$ cat config.mk
export PLATFORM = sky130hd
export DESIGN_NAME = regfile_arbiter_flat
export DESIGN_NICKNAME = d
export VERILOG_FILES = /design/src/rtl/regfile_arb_pkg.sv /design/src/rtl/regfile_arbiter_if.sv /design/src/rtl/rr_arb2.sv /design/src/rtl/regfile_arbiter.sv /design/src/flat_wrapper.sv
export SDC_FILE = /design/constraint.sdc
export NUM_CORES = 1
export LEC_CHECK = 0
export BUFFER_PORTS_ARGS = -buffer_cell sky130_fd_sc_hd__buf_2
export CORE_MARGIN = 2
export CORE_UTILIZATION = 35
export DETAILED_ROUTE_END_ITERATION = 10
export PLACE_DENSITY = 0.66
export SETUP_SLACK_MARGIN = 0.15
export SYNTH_ARGS = -nofsm -noshare
export SYNTH_HDL_FRONTEND = slang
export SYNTH_SLANG_ARGS = --single-unit
$ cat constraint.sdc
create_clock -name clk -period 3.1 [get_ports clk]
set_input_delay 0.465 -clock clk [delete_from_list [all_inputs] [get_ports clk]]
set_output_delay 0.465 -clock clk [all_outputs]
set_load 0.02 [all_outputs]
$ cat src/rtl/regfile_arb_pkg.sv
// Shared types and constants for the two-requester register-file arbiter.
package regfile_arb_pkg;

    typedef enum logic [1:0] {
        IDLE    = 2'd0,
        ISSUE   = 2'd1,
        WAIT_RD = 2'd2
    } state_e;

    // Consecutive WAIT_RD cycles without Rd_valid before a read is abandoned
    localparam int unsigned TIMEOUT = 7;
    localparam int unsigned CNT_W   = $clog2(TIMEOUT + 1);

endpackage

$ cat src/rtl/regfile_arbiter_if.sv
// Requester-side and register-file-side signals of regfile_arbiter.
interface regfile_arbiter_if #(
    parameter int unsigned width = 8,
    parameter int unsigned depth = 16
);
    localparam int unsigned addr_w = $clog2(depth);

    // requester k is bit/element k
    logic [1:0]             req;
    logic [1:0]             wr;
    logic [1:0][addr_w-1:0] addr;
    logic [1:0][width-1:0]  wr_data;
    logic [1:0]             gnt;
    logic [1:0][width-1:0]  rd_data;
    logic [1:0]             rd_valid;
    logic [1:0]             err;

    // register-file side
    logic                   wr_en;
    logic                   rd_en;
    logic [addr_w-1:0]      a;
    logic [width-1:0]       rf_wr_data;
    logic [width-1:0]       rf_rd_data;
    logic                   rf_rd_valid;

    modport slave (
        input  req, wr, addr, wr_data, rf_rd_data, rf_rd_valid,
        output gnt, rd_data, rd_valid, err, wr_en, rd_en, a, rf_wr_data
    );

    modport master (
        output req, wr, addr, wr_data, rf_rd_data, rf_rd_valid,
        input  gnt, rd_data, rd_valid, err, wr_en, rd_en, a, rf_wr_data
    );

endinterface

$ cat src/rtl/rr_arb2.sv
// Two-input round-robin selector; pointer remembers the last granted requester.
module rr_arb2 (
    input  logic       clk,
    input  logic       reset,
    input  logic [1:0] req,
    input  logic       update,
    input  logic       upd_idx,
    output logic [1:0] gnt_c
);
    logic last_q;

    // Reset to 1 so requester 0 wins the first contended round
    always_ff @(posedge clk) begin
        if (reset) begin
            last_q <= 1'b1;
        end else if (update) begin
            last_q <= upd_idx;
        end
    end

    always_comb begin
        gnt_c = 2'b00;
        case (req)
            2'b01:   gnt_c = 2'b01;
            2'b10:   gnt_c = 2'b10;
            2'b11:   gnt_c = last_q ? 2'b01 : 2'b10;
            default: gnt_c = 2'b00;
        endcase
    end

endmodule

$ cat src/rtl/regfile_arbiter.sv
// Arbitrates two requesters onto a single register-file port with read timeout.
module regfile_arbiter
    import regfile_arb_pkg::*;
#(
    parameter int unsigned width = 8,
    parameter int unsigned depth = 16
) (
    input  logic              clk,
    input  logic              reset,
    regfile_arbiter_if.slave  bus
);
    localparam int unsigned addr_w = $clog2(depth);

    state_e                 state_q, state_d;
    logic                   win_q, win_d;
    logic [CNT_W-1:0]       cnt_q, cnt_d;
    logic [1:0]             gnt_q, gnt_d;
    logic [1:0]             rdv_q, rdv_d;
    logic [1:0]             err_q, err_d;
    logic [1:0][width-1:0]  rd_data_q, rd_data_d;
    logic                   wr_en_q, wr_en_d;
    logic                   rd_en_q, rd_en_d;
    logic [addr_w-1:0]      a_q, a_d;
    logic [width-1:0]       wd_q, wd_d;
    logic [1:0]             arb_gnt_c;

    rr_arb2 u_rr_arb2 (
        .clk     (clk),
        .reset   (reset),
        .req     (bus.req),
        .update  (state_q == ISSUE),
        .upd_idx (win_q),
        .gnt_c   (arb_gnt_c)
    );

    always_ff @(posedge clk) begin
        if (reset) begin
            state_q   <= IDLE;
            win_q     <= 1'b0;
            cnt_q     <= '0;
            gnt_q     <= '0;
            rdv_q     <= '0;
            err_q     <= '0;
            rd_data_q <= '0;
            wr_en_q   <= 1'b0;
            rd_en_q   <= 1'b0;
            a_q       <= '0;
            wd_q      <= '0;
        end else begin
            state_q   <= state_d;
            win_q     <= win_d;
            cnt_q     <= cnt_d;
            gnt_q     <= gnt_d;
            rdv_q     <= rdv_d;
            err_q     <= err_d;
            rd_data_q <= rd_data_d;
            wr_en_q   <= wr_en_d;
            rd_en_q   <= rd_en_d;
            a_q       <= a_d;
            wd_q      <= wd_d;
        end
    end

    // Outputs are computed one cycle ahead so they appear registered in the target state
    always_comb begin
        state_d   = state_q;
        win_d     = win_q;
        cnt_d     = cnt_q;
        gnt_d     = '0;
        rdv_d     = '0;
        err_d     = '0;
        rd_data_d = rd_data_q;
        wr_en_d   = 1'b0;
        rd_en_d   = 1'b0;
        a_d       = a_q;
        wd_d      = wd_q;

        case (state_q)
            IDLE: begin
                if (|bus.req) begin
                    win_d   = arb_gnt_c[1];
                    gnt_d   = arb_gnt_c;
                    wr_en_d = bus.wr[arb_gnt_c[1]];
                    rd_en_d = !bus.wr[arb_gnt_c[1]];
                    a_d     = bus.addr[arb_gnt_c[1]];
                    wd_d    = bus.wr_data[arb_gnt_c[1]];
                    state_d = ISSUE;
                end
            end
            ISSUE: begin
                cnt_d   = '0;
                state_d = wr_en_q ? IDLE : WAIT_RD;
            end
            WAIT_RD: begin
                if (bus.rf_rd_valid) begin
                    rdv_d[win_q]     = 1'b1;
                    rd_data_d[win_q] = bus.rf_rd_data;
                    state_d          = IDLE;
                end else if (cnt_q == CNT_W'(TIMEOUT - 1)) begin
                    rdv_d[win_q]     = 1'b1;
                    err_d[win_q]     = 1'b1;
                    rd_data_d[win_q] = '0;
                    state_d          = IDLE;
                end else begin
                    cnt_d = cnt_q + CNT_W'(1);
                end
            end
            default: state_d = IDLE;
        endcase
    end

    assign bus.gnt        = gnt_q;
    assign bus.rd_valid   = rdv_q;
    assign bus.err        = err_q;
    assign bus.rd_data    = rd_data_q;
    assign bus.wr_en      = wr_en_q;
    assign bus.rd_en      = rd_en_q;
    assign bus.a          = a_q;
    assign bus.rf_wr_data = wd_q;

endmodule

$ cat src/flat_wrapper.sv
// flat-port wrapper written by rule: the top's interface ports become plain ports
module regfile_arbiter_flat import regfile_arb_pkg::*;
#(
    parameter int unsigned width = 8,
    parameter int unsigned depth = 16
)
  (clk, reset, bus_req, bus_wr, bus_addr, bus_wr_data, bus_rf_rd_data, bus_rf_rd_valid, bus_gnt, bus_rd_data, bus_rd_valid, bus_err, bus_wr_en, bus_rd_en, bus_a, bus_rf_wr_data);
  regfile_arbiter_if #(.width(width), .depth(depth)) bus_i ();
  input  logic clk;
  input  logic reset;
  input wire logic [$bits(bus_i.req)-1:0] bus_req;
  input wire logic [$bits(bus_i.wr)-1:0] bus_wr;
  input wire logic [$bits(bus_i.addr)-1:0] bus_addr;
  input wire logic [$bits(bus_i.wr_data)-1:0] bus_wr_data;
  input wire logic [$bits(bus_i.rf_rd_data)-1:0] bus_rf_rd_data;
  input wire logic [$bits(bus_i.rf_rd_valid)-1:0] bus_rf_rd_valid;
  output wire logic [$bits(bus_i.gnt)-1:0] bus_gnt;
  output wire logic [$bits(bus_i.rd_data)-1:0] bus_rd_data;
  output wire logic [$bits(bus_i.rd_valid)-1:0] bus_rd_valid;
  output wire logic [$bits(bus_i.err)-1:0] bus_err;
  output wire logic [$bits(bus_i.wr_en)-1:0] bus_wr_en;
  output wire logic [$bits(bus_i.rd_en)-1:0] bus_rd_en;
  output wire logic [$bits(bus_i.a)-1:0] bus_a;
  output wire logic [$bits(bus_i.rf_wr_data)-1:0] bus_rf_wr_data;
  assign bus_i.req = bus_req;
  assign bus_i.wr = bus_wr;
  assign bus_i.addr = bus_addr;
  assign bus_i.wr_data = bus_wr_data;
  assign bus_i.rf_rd_data = bus_rf_rd_data;
  assign bus_i.rf_rd_valid = bus_rf_rd_valid;
  assign bus_gnt = bus_i.gnt;
  assign bus_rd_data = bus_i.rd_data;
  assign bus_rd_valid = bus_i.rd_valid;
  assign bus_err = bus_i.err;
  assign bus_wr_en = bus_i.wr_en;
  assign bus_rd_en = bus_i.rd_en;
  assign bus_a = bus_i.a;
  assign bus_rf_wr_data = bus_i.rf_wr_data;
  regfile_arbiter #(.width(width), .depth(depth)) u_core (.clk(clk), .reset(reset), .bus(bus_i));
endmodule
==> flow_summary.toml <==
[outcome]
status = "finished, final reports clean"

[critical_path]
regToRegStartpoint = "u_core.cnt_q[0]$_SDFFE_PP0P_"
worstPathArrival_ps = 1760
path_class = "reg2reg"
path_cells = "inv_1 > ha_1 > a21oi_2 > and2b_1 > o32ai_2"
critPathMaxStageDelay_ps = 370
cp.required_ps = 3300
startpoint = "u_core.cnt_q[0]$_SDFFE_PP0P_"
cp_slowest_cell = "and2b_1"
endpoint_kind = "flip-flop"
critPathLaunchType = "flip-flop"
cp_max_fo = 9

[detailed_routing]
dr.pass1.iters = 4
met3_length_um = 314
wl_per_cell_um = 11.93
highest_layer = "met4"
dr_total_vias = 1592
drt_wl_total_um = 3960
drc = 0
wl_met1_um = 1926
drtIter0Drc = 62
antenna_left = 0
avgViaCountPerCell = 4.795
dr_wl_met2_um = 1693

[synthesis]
synth_most_common_cell = "dfxtp_1"
synth_edf_count = 0
synth-seq-cells = 43
synth_top_area_cell = "dfxtp_1"
synthArstFlopShare = 0
ys_types = 31
syn_nets = 233
syn_area_um2 = 1823
synthCells = 192
syn_area_per_cell_um2 = 9.495
synth-seq-area-share = 0.4722
yosys-top-cells-area = "dfxtp_1 (47%), o32ai_2 (7.1%), nand2_1 (5.8%)"
synth_common_cells = "dfxtp_1 (43), nand2_1 (28), inv_1 (17)"
synth_ff_type = "dfxtp_1"
synth.top_cell.area_share = 0.4722
yosys_warnings = 0

[clock_tree]
clkTransAtPathRegs_ps = 80
cts_tree = "done"
ctsHtreeMaxLevel = 2
cts_num_sinks = 43
post-cts-setup-buffers = 0
root_buffer = "clkbuf_8"
hold_buffers = 0
cts_resized = 0
insertion_delay_ps = 290
numCtsBuffers = 5
clockBufferDepth = 2

[floorplan]
ioPinCount = 75
die-area_um2 = 5802
die_h_um = 76.17
start_util = 0.3592
die_width_um = 76.17
coreArea_um2 = 5075
rows = 26

[min_path]
hp-start = "bus_rf_rd_valid"
hold_class = "in2reg"

[cells_and_area]
antenna_cells = 0
area_growth_pct = 28.89
final_net_count = 302
layout-drive-gt1-share = 0.3740

[global_routing]
grtUsageTotal = 0.1437
grt-ovfl-total = 0
grt_pass1_wl_um = 6893
antenna_found_initial = 0
grt_pass1_vias = 1502
grt_max_degree = 55

[sta]
finalClockSkew_ps = 2.897
fin_crit_ps = 1565
setup-tns-final_ps = 0
slew_violations = 0
min_period_over_period = 0.5047
worstMarginPinSlew_ps = 945.4
slew_headroom = 0.3698
rsz0062_at_grt = "false"
fmax_mhz = 639.1
setup_viol = 0
finalHoldViolations = 0

[power]
cellPowerDensity_nw_per_um2 = 560.6
totalPowerFinal_uw = 1317
power_leakage_uw = 0.001034
ir_drop_uv = 273.7

[placement]
io_buffers = 74
dp_hpwl_um = 2807
globalplace.congestion = 0.7444

[job]
max_cap_viol_count = 0
==> kinds of logic after synthesis <==
group                    after synthesis  synth area share
AO/OA/AOI/OAI                         47            0.2313
adder cells (fa/ha/maj)                2           0.01372
buffers and inverters                 30           0.07413
flip-flops                            43            0.4722
multiplexers                           4           0.02402
AND/OR/NAND/NOR                       66            0.1846
==> cell usage in the layout, fill, tap and decap left out, drive strengths merged <==
| cell | count |
|---|---|
| o31ai | 1 |
| mux2 | 3 |
| nor3b | 4 |
| ha | 2 |
| mux2i | 1 |
| a211o | 1 |
| nand2 | 28 |
| a21oi | 15 |
| dfxtp | 43 |
| nand2b | 9 |
| inv | 17 |
| o32ai | 16 |
| a21boi | 1 |
| nor3 | 7 |
| or2 | 1 |
| buf | 75 |
| nor4 | 1 |
| a311oi | 12 |
| and2b | 4 |
| clkbuf | 6 |
| bufinv | 2 |
| nand3 | 3 |
| nor4b | 1 |
| a21bo | 1 |
| nor2b | 1 |
| nor2 | 6 |
| nand3b | 1 |
==> layout make-up <==
type                       instances  area, µm²
multi-input combinational        119      827.0
inverter                          17      63.81
timing repair buffer              75      377.9
clock inverter                     2      60.06
fill                             514       2725
clock buffer                       6      72.57
sequential                        43      860.8
tap                               70      87.58
==> report_power, final <==
part / leakage, µW / total, µW / internal (µW) / switching (µW)
Sequential: 0.000351 / 603 / 584 / 19.1
Combinational: 0.000618 / 205 / 81.1 / 124
Clock: 0.0000654 / 509 / 322 / 187
==> state kept, by name, indices dropped and copies added (netlist names) <==
| register | cells |
|---|---|
| u_core.bus.rd_data | 16 |
| u_core.bus.rf_wr_data | 8 |
| u_core.bus.a | 4 |
| u_core.cnt_q | 3 |
| u_core.bus.err | 2 |
| u_core.bus.gnt | 2 |
| u_core.bus.rd_valid | 2 |
| u_core.state_q | 2 |
| u_core.bus.rd_en | 1 |
| u_core.bus.wr_en | 1 |
| u_core.u_rr_arb2.last_q | 1 |
| u_core.win_q | 1 |
==> worst paths after layout <==
check | to | slack, ps | cells past startpoint
hold reg to reg | u_core.bus.rd_data[9]$_SDFFE_PP0P_ | 480 | 2
hold / removal | u_core.bus.err[1]$_SDFF_PP0_ | 410 | 2
setup reg to reg | u_core.bus.rd_data[1]$_SDFFE_PP0P_ | 1540 | 5
setup / recovery | u_core.bus.rd_data[1]$_SDFFE_PP0P_ | 1540 | 5
==> layer usage <==
layer	global-route usage	vias up
li1	-	818
met1	0.1822	710
met2	0.2286	62
met3	0.05687	2
met4	0.03818	0
met5	0	-
==> metrics by stage <==
| stage | util | area, µm² | setup slack, ps | hold slack, ps | std cells |
|---|---|---|---|---|---|
| floorplan | - | 1823 | 1697 | 478.9 | 192 |
| global placement | 0.4369 | 2217 | 1390 | 467.2 | 324 |
| detailed placement | 0.4369 | 2217 | 1368 | 466.3 | 324 |
| CTS | 0.4630 | 2350 | 1512 | 401.4 | 332 |
| global route | 0.4630 | 2350 | 1402 | 422.6 | 332 |
| finish | 0.4630 | 2350 | 1535 | 409.6 | 332 |
==> critical path: cells and delay by family (launching register included) <==
family                     cells  cell delay, ps
AOI/OAI and AO/OA              2             470
adders and majority gates      1             220
buffers and inverters          1              70
DFF                            1             360
and+or+nand+nor                1             370
No activity file was read; power rests on OpenSTA's default activity.
